==> src/rtl/muldiv_pkg.sv <==
// Shared arithmetic-datapath definitions for the sequential multiplier and divider.
// FSM encoding, default widths and the quotient pattern reported on overflow.
`default_nettype none

package muldiv_pkg;

  localparam int DEF_MBITS     = 12;
  localparam int DEF_NBITS     = 8;
  localparam int DEF_COUNTBITS = 4;

  typedef enum logic [1:0] {
    ST_IDLE = 2'd0,
    ST_PREP = 2'd1,
    ST_ITER = 2'd2,
    ST_FIX  = 2'd3
  } md_state_e;

  // Wide all-ones source; each user slices it down to its own quotient width.
  localparam logic [63:0] OVF_QUOT_ALL = {64{1'b1}};

endpackage : muldiv_pkg

`default_nettype wire

==> src/rtl/seq_div_if.sv <==
// Start/busy handshake bundle for seq_div: operands in, registered result and status out.
`default_nettype none

interface seq_div_if
  import muldiv_pkg::*;
#(
  parameter int MBITS = DEF_MBITS,
  parameter int NBITS = DEF_NBITS
);

  logic                   start;
  logic [MBITS+NBITS-1:0] xDvd;
  logic [MBITS-1:0]       xDvs;
  logic [NBITS-1:0]       xQuot;
  logic [MBITS-1:0]       xRem;
  logic                   busy;
  logic                   ovf;

  modport master (
    output start, xDvd, xDvs,
    input  xQuot, xRem, busy, ovf
  );

  modport slave (
    input  start, xDvd, xDvs,
    output xQuot, xRem, busy, ovf
  );

endinterface : seq_div_if

`default_nettype wire

==> src/rtl/div_step.sv <==
// One restoring-division step: trial subtract via the alu form A + ~B + 1, keep or restore.
`default_nettype none

module div_step #(
  parameter int W = 13
) (
  input  logic [W-1:0] rShift_i,
  input  logic [W-1:0] dvs_i,
  output logic [W-1:0] rNext_o,
  output logic         qBit_o
);

  logic [W:0] sum;

  // Carry out of A + ~B + 1 is set exactly when A >= B, i.e. no borrow.
  assign sum     = {1'b0, rShift_i} + {1'b0, ~dvs_i} + (W+1)'(1);
  assign qBit_o  = sum[W];
  assign rNext_o = sum[W] ? sum[W-1:0] : rShift_i;

endmodule : div_step

`default_nettype wire

==> src/rtl/seq_div.sv <==
// Sequential restoring divider, one quotient bit per clock, start/busy handshake.
// Define SEQ_DIV_SIGNED_EN for two's-complement operands (truncating quotient).
`default_nettype none

module seq_div
  import muldiv_pkg::*;
#(
  parameter int MBITS     = DEF_MBITS,
  parameter int NBITS     = DEF_NBITS,
  parameter int COUNTBITS = DEF_COUNTBITS
) (
  input  wire        wClk,
  input  wire        wRst_n,
  seq_div_if.slave   bus
);

  localparam int DW = MBITS + NBITS;
  localparam logic [NBITS-1:0] OVF_QUOT = OVF_QUOT_ALL[NBITS-1:0];

  md_state_e            state_q, state_d;
  logic [DW-1:0]        dvd_q, dvd_d;
  logic [MBITS-1:0]     dvs_q, dvs_d;
  logic [MBITS:0]       r_q, r_d;
  logic [NBITS-1:0]     q_q, q_d;
  logic [COUNTBITS-1:0] cnt_q, cnt_d;
  logic                 ovfPend_q, ovfPend_d;
  logic [NBITS-1:0]     quot_q, quot_d;
  logic [MBITS-1:0]     rem_q, rem_d;
  logic                 ovf_q, ovf_d;
  logic                 busy_q, busy_d;

  logic [DW-1:0]        dvdMag;
  logic [MBITS-1:0]     dvsMag;
  logic                 ovfCond;
  logic [NBITS-1:0]     quotFix;
  logic [MBITS-1:0]     remFix;
  logic                 rangeOvf;
  logic [MBITS:0]       shiftR;
  logic [MBITS:0]       stepR;
  logic                 stepQ;

`ifdef SEQ_DIV_SIGNED_EN
  localparam logic [NBITS-1:0] Q_HALF = {1'b1, {(NBITS-1){1'b0}}};

  logic negQ_q, negQ_d;
  logic negR_q, negR_d;

  assign dvdMag = dvd_q[DW-1]    ? (~dvd_q + DW'(1))    : dvd_q;
  assign dvsMag = dvs_q[MBITS-1] ? (~dvs_q + MBITS'(1)) : dvs_q;

  assign quotFix  = negQ_q ? (~q_q + NBITS'(1)) : q_q;
  assign remFix   = negR_q ? (~r_q[MBITS-1:0] + MBITS'(1)) : r_q[MBITS-1:0];
  // A negative quotient may reach -2**(NBITS-1); a positive one stops one short.
  assign rangeOvf = negQ_q ? (q_q > Q_HALF) : (q_q >= Q_HALF);
`else
  assign dvdMag   = dvd_q;
  assign dvsMag   = dvs_q;
  assign quotFix  = q_q;
  assign remFix   = r_q[MBITS-1:0];
  assign rangeOvf = 1'b0;
`endif

  assign ovfCond = (dvsMag == '0) || (dvdMag[DW-1:NBITS] >= dvsMag);

  assign shiftR = {r_q[MBITS-1:0], q_q[NBITS-1]};

  div_step #(
    .W (MBITS + 1)
  ) u_step (
    .rShift_i (shiftR),
    .dvs_i    ({1'b0, dvs_q}),
    .rNext_o  (stepR),
    .qBit_o   (stepQ)
  );

  always_comb begin
    state_d   = state_q;
    dvd_d     = dvd_q;
    dvs_d     = dvs_q;
    r_d       = r_q;
    q_d       = q_q;
    cnt_d     = cnt_q;
    ovfPend_d = ovfPend_q;
    quot_d    = quot_q;
    rem_d     = rem_q;
    ovf_d     = ovf_q;
    busy_d    = busy_q;
`ifdef SEQ_DIV_SIGNED_EN
    negQ_d    = negQ_q;
    negR_d    = negR_q;
`endif

    case (state_q)
      ST_IDLE: begin
        if (bus.start) begin
          dvd_d   = bus.xDvd;
          dvs_d   = bus.xDvs;
          busy_d  = 1'b1;
          state_d = ST_PREP;
        end
      end

      ST_PREP: begin
        ovfPend_d = ovfCond;
        dvs_d     = dvsMag;
        r_d       = {1'b0, dvdMag[DW-1:NBITS]};
        q_d       = dvdMag[NBITS-1:0];
        cnt_d     = '0;
`ifdef SEQ_DIV_SIGNED_EN
        negQ_d    = dvd_q[DW-1] ^ dvs_q[MBITS-1];
        negR_d    = dvd_q[DW-1];
`endif
        state_d   = ovfCond ? ST_FIX : ST_ITER;
      end

      ST_ITER: begin
        r_d   = stepR;
        q_d   = {q_q[NBITS-2:0], stepQ};
        cnt_d = cnt_q + COUNTBITS'(1);
        if (cnt_q == COUNTBITS'(NBITS - 1)) begin
          state_d = ST_FIX;
        end
      end

      ST_FIX: begin
        // r_q[MBITS] stays clear for any in-range divide; treat it as a bad result if not.
        if (ovfPend_q || rangeOvf || r_q[MBITS]) begin
          quot_d = OVF_QUOT;
          rem_d  = '0;
          ovf_d  = 1'b1;
        end else begin
          quot_d = quotFix;
          rem_d  = remFix;
          ovf_d  = 1'b0;
        end
        busy_d  = 1'b0;
        state_d = ST_IDLE;
      end

      default: state_d = ST_IDLE;
    endcase
  end

  always_ff @(posedge wClk or negedge wRst_n) begin
    if (!wRst_n) begin
      state_q   <= ST_IDLE;
      dvd_q     <= '0;
      dvs_q     <= '0;
      r_q       <= '0;
      q_q       <= '0;
      cnt_q     <= '0;
      ovfPend_q <= 1'b0;
      quot_q    <= '0;
      rem_q     <= '0;
      ovf_q     <= 1'b0;
      busy_q    <= 1'b0;
`ifdef SEQ_DIV_SIGNED_EN
      negQ_q    <= 1'b0;
      negR_q    <= 1'b0;
`endif
    end else begin
      state_q   <= state_d;
      dvd_q     <= dvd_d;
      dvs_q     <= dvs_d;
      r_q       <= r_d;
      q_q       <= q_d;
      cnt_q     <= cnt_d;
      ovfPend_q <= ovfPend_d;
      quot_q    <= quot_d;
      rem_q     <= rem_d;
      ovf_q     <= ovf_d;
      busy_q    <= busy_d;
`ifdef SEQ_DIV_SIGNED_EN
      negQ_q    <= negQ_d;
      negR_q    <= negR_d;
`endif
    end
  end

  assign bus.xQuot = quot_q;
  assign bus.xRem  = rem_q;
  assign bus.ovf   = ovf_q;
  assign bus.busy  = busy_q;

endmodule : seq_div

`default_nettype wire

==> src/flat_wrapper.sv <==
// flat-port wrapper written by rule: the top's interface ports become plain ports
module seq_div_flat import muldiv_pkg::*;
#(
  parameter int MBITS     = DEF_MBITS,
  parameter int NBITS     = DEF_NBITS,
  parameter int COUNTBITS = DEF_COUNTBITS
)
  (wClk, wRst_n, bus_start, bus_xDvd, bus_xDvs, bus_xQuot, bus_xRem, bus_busy, bus_ovf);
  seq_div_if #(.MBITS(MBITS), .NBITS(NBITS)) bus_i ();
  input  wire wClk;
  input  wire wRst_n;
  input wire logic [$bits(bus_i.start)-1:0] bus_start;
  input wire logic [$bits(bus_i.xDvd)-1:0] bus_xDvd;
  input wire logic [$bits(bus_i.xDvs)-1:0] bus_xDvs;
  output wire logic [$bits(bus_i.xQuot)-1:0] bus_xQuot;
  output wire logic [$bits(bus_i.xRem)-1:0] bus_xRem;
  output wire logic [$bits(bus_i.busy)-1:0] bus_busy;
  output wire logic [$bits(bus_i.ovf)-1:0] bus_ovf;
  assign bus_i.start = bus_start;
  assign bus_i.xDvd = bus_xDvd;
  assign bus_i.xDvs = bus_xDvs;
  assign bus_xQuot = bus_i.xQuot;
  assign bus_xRem = bus_i.xRem;
  assign bus_busy = bus_i.busy;
  assign bus_ovf = bus_i.ovf;
  seq_div #(.MBITS(MBITS), .NBITS(NBITS), .COUNTBITS(COUNTBITS)) u_core (.wClk(wClk), .wRst_n(wRst_n), .bus(bus_i));
endmodule
==> config.mk <==
export PLATFORM = sky130hd
export DESIGN_NAME = seq_div_flat
export DESIGN_NICKNAME = d
export VERILOG_FILES = /design/src/rtl/muldiv_pkg.sv /design/src/rtl/seq_div_if.sv /design/src/rtl/div_step.sv /design/src/rtl/seq_div.sv /design/src/flat_wrapper.sv
export SDC_FILE = /design/constraint.sdc
export NUM_CORES = 1
export LEC_CHECK = 0
export ABC_AREA = 1
export BUFFER_PORTS_ARGS = -buffer_cell sky130_fd_sc_hd__clkbuf_2
export CORE_ASPECT_RATIO = 0.8
export CORE_MARGIN = 5
export CORE_UTILIZATION = 37
export DETAILED_ROUTE_END_ITERATION = 12
export PLACE_DENSITY = 0.63
export SYNTH_ARGS = -nofsm -noshare
export SYNTH_HDL_FRONTEND = slang
export SYNTH_SLANG_ARGS = --single-unit
==> constraint.sdc <==
create_clock -name wClk -period 2.3 [get_ports wClk]
set_input_delay 0.23 -clock wClk [delete_from_list [all_inputs] [get_ports wClk]]
set_output_delay 0.23 -clock wClk [all_outputs]
set_load 0.01 [all_outputs]
* After elaboration in Yosys (flattened, before gate mapping)
Index checks and enable logic that the tools add are counted.
** Word-level totals
- Register bits :: 82
- Logic and storage cells :: 44
- Input port bits :: 35
** Cells by class
- $lt $le $gt $ge :: 1
- Muxes and demuxes :: 13
- Eq/ne operators :: 6
- Reductions and logical operators :: 9
- Bitwise gates (word level) :: 1
- Add/subtract/negate cells :: 3
** Operators with widths (count)
- 13-bit one-hot mux with 2 select lines :: 1
- 8-bit one-hot mux with 2 select lines :: 1
- 13-bit by 13-bit adder with 14-bit output :: 1
- 14-bit by 1-bit adder with 14-bit output, second input constant :: 1
- 13-bit 2-to-1 mux :: 1
- 12-bit NOT with 13-bit output :: 1
- 12-bit >= comparator :: 1
- 12-bit zero test :: 1
- 12-bit 2-to-1 mux :: 1
- 8-bit 2-to-1 mux :: 1
- 2-bit one-hot mux with 4 select lines :: 1
- 4-bit one-hot mux with 2 select lines :: 1
- 2-bit AND reduction :: 3
- 4-bit by 1-bit adder with 4-bit output, second input constant :: 1
- 2-bit == test, second input constant :: 2
- 4-bit by 3-bit == test with 1-bit output, second input constant :: 1
- 2-bit 2-to-1 mux :: 2
- 2-bit nonzero test :: 2
- 1-bit 2-to-1 mux :: 3
- 2-bit by 1-bit == test with 1-bit output, second input constant :: 1
- 2-bit zero test :: 1
- 1-bit logical OR :: 2
- 2-bit by 1-bit inequality test with 1-bit output, second input constant :: 1
- 2-bit inequality test, second input constant :: 1
- 1-bit one-hot mux with 2 select lines :: 1

* Longest topological paths before layout
- Depth in word-level cells :: 5
- Depth in mapped cells :: 14
- Depth with buffers taken out :: 13

* Modules after synthesis
From an unflattened synthesis, not the netlist that was laid out.
** Second synthesis, totals
- Cells, all modules :: 588
- Area total of the unflattened synthesis :: 4727.0 um^2
** Modules (own cells, without submodules)
- seq_div :: area each 3673.5 um^2, cells an instance 382, instances 1
- div_step :: area each 1053.5 um^2, cells an instance 206, instances 1

* Least setup slack after synthesis
No wires, ideal clock.
- Path type :: register -> register
- From :: reg u_core.dvs_q[0] (netlist: u_core.dvsMag[0])
- To :: reg u_core.r_q[10]
- Period minus slack after synthesis :: 1775 ps
- Path slack :: 525 ps
- Data required time :: 2184 ps
- Setup time :: 116 ps
- Stages on the path, launching flop included :: 11
- Arrival time :: 1658 ps
- Cell sequence :: dfrtp_1 -> ha_1 -> fa_1 -> o21ai_2 -> nand2_1 -> nand2_1 -> nand2_1 -> nand3_1 -> nand3_1 -> nand2_1 -> nand2_1
** Between the ends
- Longest elaborated chain between the ends :: 5
** RTL lines
- start: declaration :: line seq_div.sv:22 : logic [MBITS-1:0] dvs_q, dvs_d;
- start signal: assignment :: line seq_div.sv:164 : dvs_q <= dvs_d;
- 12-bit NOT with 13-bit output :: line div_step.sv:16 : assign sum = {1'b0, rShift_i} + {1'b0, ~dvs_i} + (W+1)'(1);
- 13-bit by 13-bit adder with 14-bit output :: line div_step.sv:16
- 14-bit by 1-bit adder with 14-bit output :: line div_step.sv:16
- 13-bit 2-to-1 mux :: line div_step.sv:18 : assign rNext_o = sum[W] ? sum[W-1:0] : rShift_i;
- 13-bit one-hot mux with 2 select lines :: line seq_div.sv:93 : case (state_q)
- end signal: assignment :: line seq_div.sv:165 : r_q <= r_d;
- end: declaration :: line seq_div.sv:23 : logic [MBITS:0] r_q, r_d;
Every way passes these cells.
A chain may end at the register's enable or synchronous reset.

* Worst setup path in the final report
Ends and elaborated chain as after synthesis.

==> results.toml <==
[sta]
worstMarginPinSlew_ns = 0.546
fin_ws_ns = 0.178
hold_viol = 0
rsz0062_at_grt = "false"
holdWs_ns = 0.0784
setup_violations = 0
finClkSkew_ns = 0.00855
finalMaxSlewViolations = 0
fmax_mhz = 471
relSlewSlack_pct = 63.6
post-route-period-util_pct = 92.3
period_minus_slack_ns = 2.12
fin_tns_setup_ns = 0

[worst_setup_path]
rrSetupSlack_ns = 0.18
end_kind = "flop"
critPathMaxFanout = 4
r2r_cells = 10
rr_endpoint = "u_core.r_q[10]$_DFFE_PN0P_"
worstSetupPathType = "reg -> reg"
worst_setup_path_start_kind = "flop"
crit_end = "u_core.r_q[10]$_DFFE_PN0P_"
reg2reg_from = "u_core.dvsMag[0]$_DFFE_PN0P_"
crit_required_ns = 2.54
crit_start = "u_core.dvsMag[0]$_DFFE_PN0P_"
worstPathArrival_ns = 2.36

[cells_and_area]
fin_nets = 704
drive_gt1_share_pct = 15.4
diodes = 0
syn_to_final_growth_pct = 18.7

[placement]
hpwl_um = 8930
gp_congestion = 0.894
io_buffers = 56
pre_cts_ws_ns = 0.109

[logic_synthesis]
ys_seq_area_share_pct = 45.6
synth_area_leader_cell = "dfrtp_1"
ys_types = 34
netlist_instances = 576
ys_warn_count = 0
synth_area_leaders = "dfrtp_1 46%, nand2_1 17%, ha_1 8.1%"
syn_avg_cell_area_um2 = 7.81
ys_seq_elements = 82
synth-edff-count = 0
ys_async_sr_fraction_pct = 100
synth_fp_nets = 641
synth_common_cells = "201 x nand2_1, 82 x dfrtp_1, 73 x inv_1, 41 x o21ai_0, 37 x nor2_1"
syn-cell-area_um2 = 4500
synth_top_area_share_pct = 45.6
synthFlopType = "dfrtp_1"
yosysMostFrequentCell = "nand2_1"

[grt]
grt_antenna_before_repair = 0
grt_overflow = 0
grt_start_max_net_pins = 43
grt_pass1_wl_um = 19900
grt_usage_pct = 17.4
first_global_vias = 3868

[routing]
num_vias = 3846
drc = 0
wl_um = 11700
drtPass1Iterations = 4
detail-route-antenna-nets = 0
drt_iter0_markers = 183
post_drt_wl_per_cell_um = 14.7
vias_per_cell = 4.84

[floorplan]
die_x_um = 133
ios = 57
die_h_um = 109
core_region_area_um2 = 12000
row_count = 36
dieArea_um2 = 14500
start_util_pct = 37.4

[clock_tree]
root_buffer = "clkbuf_16"
cts_tree = "yes"
htreeDepth = 3
clk_latency_ns = 0.34
cts_inserted_buffers = 9
clk_pin_slew_ns = 0.06
postCtsSetupRepairBufs = 0
cts.sinks = 82
cts_max_path_buffers = 2

[power_and_ir_drop]
p_seq_share_pct = 27.3
comb_power_share_pct = 55.8
power.switching_uw = 4240
power_density_nw_per_um2 = 1730
power_frac_clock_pct = 17.0
netSwitchingFraction_pct = 46.0
irDropWorstVdd_mv = 0.582
internal_power_uw = 4980
p_leak_uw = 0.00285
finalPower_uw = 9220

[hold_path]
hold_path.startpoint = "bus_xDvd[19]"
hold_class = "in -> reg"

[run]
drv_cap = 0

[outcome]
status = "finished, final reports clean"
==> sequential cells by signal, summed over array words and instances, names as in the netlist, 2 cells and up <==
name,count
u_core.bus.xQuot,8
u_core.r_q,13
u_core.bus.xRem,12
u_core.q_q,8
u_core.dvsMag,12
u_core.state_q,2
u_core.dvdMag,20
u_core.cnt_q,4
==> layer usage <==
metal | wire length, um | share of wire, % | GRT usage [%] | up-vias
met5 | 0 | 0 | 0 | -
met4 | 63 | 0.54 | 4.48 | 0
met3 | 824 | 7.1 | 5.03 | 5
met2 | 4810 | 41 | 24.6 | 96
met1 | 5960 | 51 | 26.2 | 1787
li1 | - | - | - | 1958
==> cells in the final DEF, fill, tap and decap left out, types with 2 or more instances in the layout <==
cell type,count
ha_1,29
nand4_1,7
bufinv_16,2
nand2_2,3
clkbuf_2,55
buf_12,2
o21bai_2,5
xor2_1,2
xnor2_1,3
nand3_1,26
nor2_1,37
nand2_1,201
o21ai_2,2
o22ai_1,2
a21oi_1,22
dfrtp_1,82
inv_1,73
o221ai_1,7
and2_1,2
buf_4,11
clkbuf_8,2
o21ai_0,41
clkbuf_1,2
clkbuf_16,9
==> cells by family (layout without fill, tap and decap cells) <==
logic type,count (synthesis),count (layout),synth area share (%)
buffers and inverters,93,160,8.26
and+or+nand+nor,281,281,25.5
AOI/OAI and AO/OA,85,85,11.2
adders and majority gates,30,30,8.51
DFF,82,82,45.6
xor gates and xnor gates,5,5,0.973
==> power groups by stage <==
stage,clock (uW),sequential (uW),combinational (uW)
floorplan,0,2490,3690
global placement,0,2500,5030
detailed placement,0,2540,5070
CTS,1600,2520,5140
global route,1660,2590,5920
finish,1560,2510,5140
==> metrics by stage <==
step / util [%] / std cells / cell area, um2
final: 44.4 / 795 / 5340
after floorplan: - / 576 / 4500
after detailed placement: 41.6 / 779 / 5000
after CTS: 44.4 / 795 / 5330
after global placement: 41.6 / 779 / 5000
after global routing: 44.4 / 795 / 5340
==> final cells by class <==
class                      instances  area [um2]
clock buffer                      13         260
clock inverter                     2        60.1
fill                            1228        6680
inverter                          76         288
multi-input combinational        401        2080
sequential                        82        2050
tap                              152         190
timing repair buffer              69         408
==> how the worst min path moves through the flow <==
stage	to	slack [ns]	depth (start not counted)
2_1_floorplan	u_core.bus.busy$_DFFE_PN0P_	-0.07	0
3_3_place_gp	u_core.bus.xRem[9]$_DFFE_PN0P_	0.25	1
3_5_place_dp	u_core.bus.xRem[1]$_DFFE_PN0P_	0.26	1
4_1_cts	u_core.dvdMag[19]$_DFFE_PN0P_	0.07	3
5_1_grt	u_core.dvdMag[16]$_DFFE_PN0P_	0.07	3
6_report	u_core.dvdMag[19]$_DFFE_PN0P_	0.08	3
==> timing repair <==
action	CTS	global route
endpoints found under the setup margin	0	12
endpoints found under the hold margin	40	0
gates resized for setup	0	2
hold buffers	1	0
==> worst max-delay path: stages, from the launching register on <==
cell and delay (ns):
dfrtp_1 0.46, ha_1 0.26, fa_1 0.42, o21ai_2 0.27, nand2_1 0.10, nand2_1 0.10, nand2_1 0.09, nand3_1 0.07
nand3_1 0.11, nand2_1 0.08, nand2_1 0.04
Power figures use the tool's default switching activity.
